--- src/rtl/tuning_pkg.sv ---
// Shared types and defaults for the DDS tuning-word editor.
// Debounce state encoding plus width/timing defaults used by the NCO.
package tuning_pkg;

  localparam int TW_WIDTH_DEF        = 24;
  localparam int DEBOUNCE_CYCLES_DEF = 500000;

  typedef enum logic [1:0] {
    RELEASED    = 2'd0,
    CHK_PRESS   = 2'd1,
    PRESSED     = 2'd2,
    CHK_RELEASE = 2'd3
  } db_state_t;

endpackage

--- src/rtl/key_debounce.sv ---
// Synchronizes and debounces one active-low key; one-clk press pulse.
// Ports: clk, reset (async, active-low), key_n (raw key), press_pulse.
module key_debounce
  import tuning_pkg::*;
#(
  parameter int DEBOUNCE_CYCLES = DEBOUNCE_CYCLES_DEF
) (
  input  logic clk,
  input  logic reset,
  input  logic key_n,
  output logic press_pulse
);

  localparam int CW = (DEBOUNCE_CYCLES > 2) ? $clog2(DEBOUNCE_CYCLES) : 1;
  localparam logic [CW-1:0] LAST = CW'(DEBOUNCE_CYCLES - 1);

  logic      meta;
  logic      sync;
  db_state_t state;
  db_state_t state_n;
  logic [CW-1:0] cnt;
  logic [CW-1:0] cnt_n;

  always_ff @(posedge clk or negedge reset) begin
    if (!reset) begin
      meta <= 1'b1;
      sync <= 1'b1;
    end else begin
      meta <= key_n;
      sync <= meta;
    end
  end

  always_ff @(posedge clk or negedge reset) begin
    if (!reset) begin
      state <= RELEASED;
      cnt   <= CW'(1);
    end else begin
      state <= state_n;
      cnt   <= cnt_n;
    end
  end

  // Pulse is Mealy: it fires in the last stable cycle so the
  // editor updates on the very next edge.
  always_comb begin
    state_n     = state;
    cnt_n       = cnt;
    press_pulse = 1'b0;
    unique case (state)
      RELEASED: begin
        if (!sync) begin
          state_n = CHK_PRESS;
          cnt_n   = '0;
        end
      end
      CHK_PRESS: begin
        if (sync) begin
          state_n = RELEASED;
        end else if (cnt == LAST) begin
          state_n     = PRESSED;
          press_pulse = 1'b1;
        end else begin
          cnt_n = cnt + CW'(1);
        end
      end
      PRESSED: begin
        if (sync) begin
          state_n = CHK_RELEASE;
          cnt_n   = '0;
        end
      end
      CHK_RELEASE: begin
        if (!sync) begin
          state_n = PRESSED;
        end else if (cnt == LAST) begin
          state_n = RELEASED;
        end else begin
          cnt_n = cnt + CW'(1);
        end
      end
      default: state_n = RELEASED;
    endcase
  end

endmodule

--- src/rtl/tuning_word_set.sv ---
// Hex-digit pushbutton editor for the DDS tuning word.
// Ports: clk, reset (async, active-low), key_inc/key_dec/key_sel
// (active-low), tuning_word, digit_sel, count, word_changed.
module tuning_word_set
  import tuning_pkg::*;
#(
  parameter int TW_WIDTH        = TW_WIDTH_DEF,
  parameter int DEBOUNCE_CYCLES = DEBOUNCE_CYCLES_DEF,
  parameter int SEL_WIDTH       = 3
) (
  input  logic                 clk,
  input  logic                 reset,
  input  logic                 key_inc,
  input  logic                 key_dec,
  input  logic                 key_sel,
  output logic [TW_WIDTH-1:0]  tuning_word,
  output logic [SEL_WIDTH-1:0] digit_sel,
  output logic [3:0]           count,
  output logic                 word_changed
);

  localparam int NUM_DIGITS = TW_WIDTH / 4;
  localparam logic [SEL_WIDTH-1:0] SEL_LAST = SEL_WIDTH'(NUM_DIGITS - 1);

  logic inc_p;
  logic dec_p;
  logic sel_p;

  logic [TW_WIDTH-1:0]  tw_n;
  logic [SEL_WIDTH-1:0] sel_n;
  logic [3:0]           count_n;

  key_debounce #(.DEBOUNCE_CYCLES(DEBOUNCE_CYCLES)) u_inc (
    .clk(clk), .reset(reset), .key_n(key_inc), .press_pulse(inc_p)
  );

  key_debounce #(.DEBOUNCE_CYCLES(DEBOUNCE_CYCLES)) u_dec (
    .clk(clk), .reset(reset), .key_n(key_dec), .press_pulse(dec_p)
  );

  key_debounce #(.DEBOUNCE_CYCLES(DEBOUNCE_CYCLES)) u_sel (
    .clk(clk), .reset(reset), .key_n(key_sel), .press_pulse(sel_p)
  );

  // Edit uses the old digit_sel; count follows the new word and
  // new selection so the display never lags by a cycle.
  always_comb begin
    tw_n    = tuning_word;
    sel_n   = digit_sel;
    count_n = '0;
    if (inc_p ^ dec_p) begin
      for (int i = 0; i < NUM_DIGITS; i++) begin
        if (digit_sel == SEL_WIDTH'(i)) begin
          tw_n[4*i +: 4] = inc_p ? tuning_word[4*i +: 4] + 4'd1
                                 : tuning_word[4*i +: 4] - 4'd1;
        end
      end
    end
    if (sel_p) begin
      sel_n = (digit_sel == SEL_LAST) ? '0
                                      : digit_sel + SEL_WIDTH'(1);
    end
    for (int i = 0; i < NUM_DIGITS; i++) begin
      if (sel_n == SEL_WIDTH'(i)) begin
        count_n = tw_n[4*i +: 4];
      end
    end
  end

  always_ff @(posedge clk or negedge reset) begin
    if (!reset) begin
      tuning_word  <= '0;
      digit_sel    <= '0;
      count        <= '0;
      word_changed <= 1'b0;
    end else begin
      tuning_word  <= tw_n;
      digit_sel    <= sel_n;
      count        <= count_n;
      word_changed <= (tw_n != tuning_word);
    end
  end

endmodule

--- config.mk ---
export PLATFORM = sky130hd
export DESIGN_NAME = tuning_word_set
export DESIGN_NICKNAME = d
export VERILOG_FILES = /design/src/rtl/tuning_pkg.sv /design/src/rtl/key_debounce.sv /design/src/rtl/tuning_word_set.sv
export SDC_FILE = /design/constraint.sdc
export NUM_CORES = 1
export LEC_CHECK = 0
export ABC_AREA = 0
export CAP_MARGIN = 20
export CORE_UTILIZATION = 30
export CTS_CLUSTER_DIAMETER = 80
export CTS_CLUSTER_SIZE = 8
export DETAILED_ROUTE_END_ITERATION = 8
export GPL_TIMING_DRIVEN = 0
export PLACE_DENSITY = 0.44
export SLEW_MARGIN = 20
export SYNTH_ARGS = -nofsm -noshare
export SYNTH_HDL_FRONTEND = slang
export SYNTH_HIERARCHICAL = 1
export SYNTH_SLANG_ARGS = --single-unit
--- constraint.sdc ---
create_clock -name clk -period 6.28 [get_ports clk]
set_clock_uncertainty 0.05 [all_clocks]
set_input_delay 1.57 -clock clk [delete_from_list [all_inputs] [get_ports clk]]
set_output_delay 1.57 -clock clk [all_outputs]
set_load 0.05 [all_outputs]
==> results of run 1 <==
[power breakdown]
part	total, mW	internal (mW)	switching, mW
clock	0.535	0.270	0.265
combinational	0.0719	0.0277	0.0442
sequential	0.673	0.662	0.0104
total	1.28	0.961	0.319
[cell type report]
| cell class | instances | area [um^2] | area share [%] |
|---|---|---|---|
| repair buffers | 38 | 397 | 5.62 |
| multi-input cells | 463 | 3190 | 45.1 |
| flip-flops and latches | 101 | 2540 | 35.9 |
| clock inverters | 5 | 36.3 | 0.514 |
| plain buffers | 17 | 181 | 2.57 |
| clock buffers | 11 | 233 | 3.30 |
| well taps | 265 | 332 | 4.70 |
| inverters | 42 | 158 | 2.23 |
[sequential cells by signal (all words and copies together) (netlist names), named ones only]
register	cells
tuning_word	24
u_dec/cnt	19
u_inc/cnt	19
u_sel/cnt	19
count	4
digit_sel	3
u_dec/meta	1
u_dec/state	1
u_dec/sync	1
u_inc/meta	1
u_inc/state	1
u_inc/sync	1
u_sel/meta	1
u_sel/state	1
u_sel/sync	1
word_changed	1
[logic make-up (layout without fill, tap and decap cells)]
logic type / Yosys count / after routing
mux: 21 / 21
xor+xnor: 26 / 26
fa+ha+maj: 22 / 22
buf+inv: 59 / 113
simple gates: 248 / 248
flops: 101 / 101
compound gates: 146 / 146
[critical path, stage by stage, from the launching register on]
cell     delay (ns)
dfstp_2        0.57
ha_1           0.20
nand4_1        0.26
nor4_4         0.42
nand3_1        0.19
nor3_2         0.30
buf_4          0.26
inv_1          0.31
ha_1           0.40
a21o_1         0.18
a21oi_1        0.16
mux2_2         0.36
xor2_1         0.16
a221o_1        0.33
a22o_1         0.18
[per-layer routing]
layer | wire (um) | share of wire [%] | global-route usage, % | vias up
met5 | 0 | 0 | 0 | -
met4 | 136 | 0.93 | 3.36 | 0
met3 | 441 | 3.0 | 3.41 | 8
met2 | 6880 | 47 | 25.0 | 69
met1 | 7230 | 49 | 20.0 | 2351
li1 | - | - | - | 2350
[layout by cell type, fill, tap and decap left out, types with 4 or more instances in the layout]
master,n
a21o_1,12
a21oi_1,41
a21oi_2,10
a22o_1,7
and3_1,7
buf_4,4
buf_6,4
clkbuf_1,6
clkbuf_16,9
clkdlybuf4s50_1,35
dfrtp_1,92
dfstp_2,9
fa_1,6
ha_1,16
inv_1,39
mux2_2,7
mux2i_1,12
nand2_1,55
nand2b_1,4
nand3_1,43
nand4_1,9
nor2_1,26
nor2b_1,6
nor3_1,8
nor3b_1,6
nor4_1,6
o21ai_0,25
o21ai_1,10
o21ai_2,6
o22ai_1,5
o31ai_1,6
or2_2,5
or3_1,31
or4_1,18
xnor2_1,12
xor2_1,13
[through the flow]
stage	hold WS (ns)	util, %	setup WS (ns)
finish	0.308	35.9	1.83
floorplan	0.295	-	1.77
detailed placement	0.297	34.6	1.81
global route	0.311	35.9	1.49
global placement	0.297	34.4	-0.645
CTS	0.308	35.9	1.78
[final timing paths]
kind | slack (ns) | depth (start not counted) | start | endpoint
worst max-delay path | 1.83 | 14 | u_inc/cnt[0] | count[3]
worst min-delay path | 0.31 | 0 | u_inc/meta | u_inc/sync
worst max register to register | 1.83 | 14 | u_inc/cnt[0] | count[3]
worst min register to register | 0.31 | 0 | u_inc/meta | u_inc/sync
max in group asynchronous | 4.38 | 2 | reset | u_sel/sync
min in group asynchronous | 1.10 | 1 | reset | u_inc/cnt[9]
==> results.json, run 1 <==
{
  "core_area_um2": 19700,
  "cts_inserted_buffers": 9,
  "setup_viol": 0,
  "synth_top_area_cell": "dfrtp_1",
  "critPathLaunchType": "flop",
  "placed_area_um2": 6790,
  "finalNonFillerCells": 942,
  "yosys-top-cells-count": "dfrtp_1 (92), nand2_1 (55), nand3_1 (43)",
  "synth_top_area_share_pct": 38.0,
  "syn_area_um2": 6060,
  "hold_viol_final": 0,
  "grt_overflow_total": 0,
  "outcome": "finished, final reports clean",
  "synthFlopType": "dfrtp_1",
  "gp_congestion": 0.786,
  "io_buffer_count": 36,
  "ir_drop_mv": 0.118,
  "htreeDepth": 3,
  "synth_compound_area_share_pct": 16.3,
  "cts_root_buffer": "clkbuf_16",
  "die_x_um": 144,
  "synth-seq-area-share_pct": 41.9,
  "dp_hpwl_mm": 10.7,
  "io_pins": 37,
  "viasPerCell": 5.07,
  "first_global_vias": 4674,
  "cts.path.max_buffers": 2,
  "synth_cell_type_count": 66,
  "synthAdderAreaFrac_pct": 5.29,
  "synth_most_common_cell": "dfrtp_1",
  "end_kind": "flop",
  "crit_type": "reg2reg",
  "tightest_slew_ns": 0.872,
  "cts_hold_buf": 0,
  "fin_area_um2": 7060,
  "required_ns": 6.48,
  "grt_pass1_wl_mm": 24.5,
  "die_area_um2": 20800,
  "grt_max_degree": 56,
  "fin_setup_tns_ns": 0,
  "placementRows": 51,
  "track_usage_pct": 15.1,
  "antenna_found_initial": 0,
  "synth_seq_cells": 101,
  "diodes": 0,
  "cts_resized": 0,
  "drtIter0Drc": 268,
  "p_total_mw": 1.28,
  "nNetsFinal": 699,
  "min_period_ns": 4.45,
  "fill_cells": 2048,
  "arrival_ns": 4.65,
  "syn2layout_area_growth_pct": 16.5,
  "place_inst": 926,
  "cts_setup_buffers": 0,
  "cellPowerDensity_nw_per_um2": 181,
  "max_freq_mhz": 225,
  "via_count": 4778,
  "min_path_type": "reg2reg",
  "maxCapViolations": 0,
  "rsz0062_at_grt": "no",
  "critPathMaxFanout": 14,
  "wl_mm": 14.7,
  "die_h_um": 144,
  "p_leak_nw": 3.00,
  "numClockSinks": 101,
  "relSlewSlack_pct": 41.4,
  "synth_top_family_by_area": "simple AND/OR/NAND/NOR gates",
  "start_util_pct": 30.8,
  "maxSlewViolCount": 0,
  "yosysWarnings": 6,
  "clk_latency_ns": 0.36,
  "synthTopCellsByArea": "dfrtp_1 (38%), dfstp_2 (3.9%), nand3_1 (3.6%)",
  "first_pass_iters": 4,
  "synthArstFlopShare_pct": 100,
  "tritoncts": "yes",
  "synthCells": 623,
  "drive_gt1_share_pct": 14.0,
  "wire_per_inst_um": 15.6,
  "synth-simple-area-share_pct": 23.3,
  "syn_nets": 650,
  "muxShareOfSynthArea_pct": 3.78,
  "synth-xor-area-share_pct": 3.88,
  "post-route-drc-count": 0,
  "synth_edf_count": 0,
  "syn_avg_cell_area_um2": 9.73,
  "ant_nets": 0,
  "fin_crit_sh_pct": 70.9,
  "clkTransAtPathRegs_ns": 0.08
}
Power figures use the tool's default switching activity.
==> run 2: changes to the inputs <==
clock period = 4.3 ns   (was 6.28 ns; I/O delays follow)
==> results.json, run 2 (synthesis gave the netlist of run 1 again) <==
{
  "placementRows": 51,
  "regMostFlops": "tuning_word",
  "die_x_um": 144,
  "grt_max_degree": 58,
  "io_pins": 37,
  "grt_overflow_total": 0,
  "wl_mm": 14.9,
  "cellPowerDensity_nw_per_um2": 273,
  "drive_gt1_share_pct": 15.2,
  "setup_ws_ns": 0.277,
  "start_util_pct": 30.8,
  "tightest_slew_ns": 0.690,
  "largest_register_ffs": 24,
  "relSlewSlack_pct": 53.6,
  "drtIter0Drc": 203,
  "maxCapViolations": 0,
  "use_met2_pct": 25.4,
  "critPathMaxFanout": 5,
  "busiest_layer": "met2",
  "wire_per_inst_um": 15.7,
  "cts_hold_buf": 0,
  "cts_root_buffer": "clkbuf_16",
  "crit_type": "reg2reg",
  "rsz0062_at_grt": "no",
  "fin_crit_sh_pct": 93.6,
  "crit_start": "u_inc/cnt[0]",
  "tritoncts": "yes",
  "cts_inserted_buffers": 9,
  "end_kind": "flop",
  "io_buffer_count": 36,
  "p_total_mw": 1.95,
  "htreeDepth": 3,
  "dp_hpwl_mm": 10.9,
  "viasPerCell": 5.20,
  "first_pass_iters": 4,
  "post-route-drc-count": 0,
  "clkTransAtPathRegs_ns": 0.08,
  "numClockSinks": 101,
  "track_usage_pct": 15.5,
  "grt_pass1_wl_mm": 24.9,
  "grt_use_met1_pct": 20.3,
  "min-delay-start": "u_sel/meta",
  "required_ns": 4.48,
  "hold_slack_ns": 0.313,
  "max_freq_mhz": 249,
  "fin_setup_tns_ns": 0,
  "arrival_ns": 4.21,
  "setup_viol": 0,
  "place_ws_ns": -0.869,
  "outcome": "finished, final reports clean",
  "post-route-util_pct": 36.4,
  "fin_area_um2": 7150,
  "r2r_start": "u_inc/cnt[0]",
  "die_area_um2": 20800,
  "maxSlewViolCount": 0,
  "core_area_um2": 19700,
  "via_count": 4925,
  "syn2layout_area_growth_pct": 18.0,
  "critPathLaunchType": "flop",
  "hold_viol_final": 0,
  "cts.path.max_buffers": 2,
  "p_leak_nw": 3.05,
  "gp_congestion": 0.811,
  "finalNonFillerCells": 948,
  "placed_area_um2": 6790,
  "ir_drop_mv": 0.158,
  "ant_nets": 0,
  "die_h_um": 144,
  "min_period_ns": 4.02,
  "clk_latency_ns": 0.35,
  "layout_common_cells": "dfrtp_1 (92), nand2_1 (55), nand3_1 (43)",
  "first_global_vias": 4821,
  "place_inst": 925,
  "final_common_cell": "dfrtp_1",
  "min_path_type": "reg2reg",
  "diodes": 0,
  "nNetsFinal": 705,
  "grt_util_met3_pct": 3.25,
  "antenna_found_initial": 0
}
-- run 2: repair_timing --
action | in CTS | in global routing
endpoints found under the setup margin | 9 | 1
pin swaps | 2 | 3
resized for setup | 2 | 0
endpoints found under the hold margin | 0 | 0
buffers inserted | 4 | 3
-- run 2: worst max-delay path, cell delays in order (launching register included) --
cell	delay [ns]
dfstp_2	0.57
ha_1	0.20
nand4_1	0.10
buf_4	0.18
nor4_4	0.31
nand3_1	0.21
nor3_4	0.24
clkinvlp_4	0.11
buf_4	0.17
ha_1	0.26
a21o_1	0.17
a21oi_1	0.22
mux2_2	0.38
xor2_1	0.17
a221o_1	0.33
a22o_1	0.22
-- run 2: area by class of cell --
cell class,instances,area (um^2)
Buffer,17,181
Clock buffer,9,225
Clock inverter,7,77.6
Fill cell,2011,12500
Inverter,42,161
Multi-Input combinational cell,463,3190
Sequential cell,101,2540
Tap cell,265,332
Timing Repair Buffer,44,442
-- run 2: final timing paths --
path	endpoint	slack [ns]	cells past startpoint
min reg2reg	u_sel/sync	0.31	0
min	u_sel/sync	0.31	0
min in group asynchronous	tuning_word[0]	0.59	1
max	count[3]	0.28	15
max in group asynchronous	u_inc/meta	2.92	2
max reg2reg	count[3]	0.28	15
-- run 2: power breakdown --
| group | internal [mW] | leakage, nW | switching, mW |
|---|---|---|---|
| clock | 0.461 | 0.153 | 0.402 |
| combinational | 0.0405 | 1.53 | 0.0634 |
| sequential | 0.967 | 1.37 | 0.0155 |
| total | 1.47 | 3.05 | 0.480 |
-- run 2: metal layers --
| metal | share of wire (%) | wire, um |
|---|---|---|
| met4 | 1.7 | 259 |
| met3 | 3.8 | 565 |
| met1 | 48 | 7150 |
| met2 | 47 | 6960 |
| met5 | 0 | 0 |
==> run 3: changes to the inputs <==
CTS_CLUSTER_DIAMETER = 120   (was 80)
==> results of run 3 <==
Final layout, timing and power as in run 2 (identical DEF).
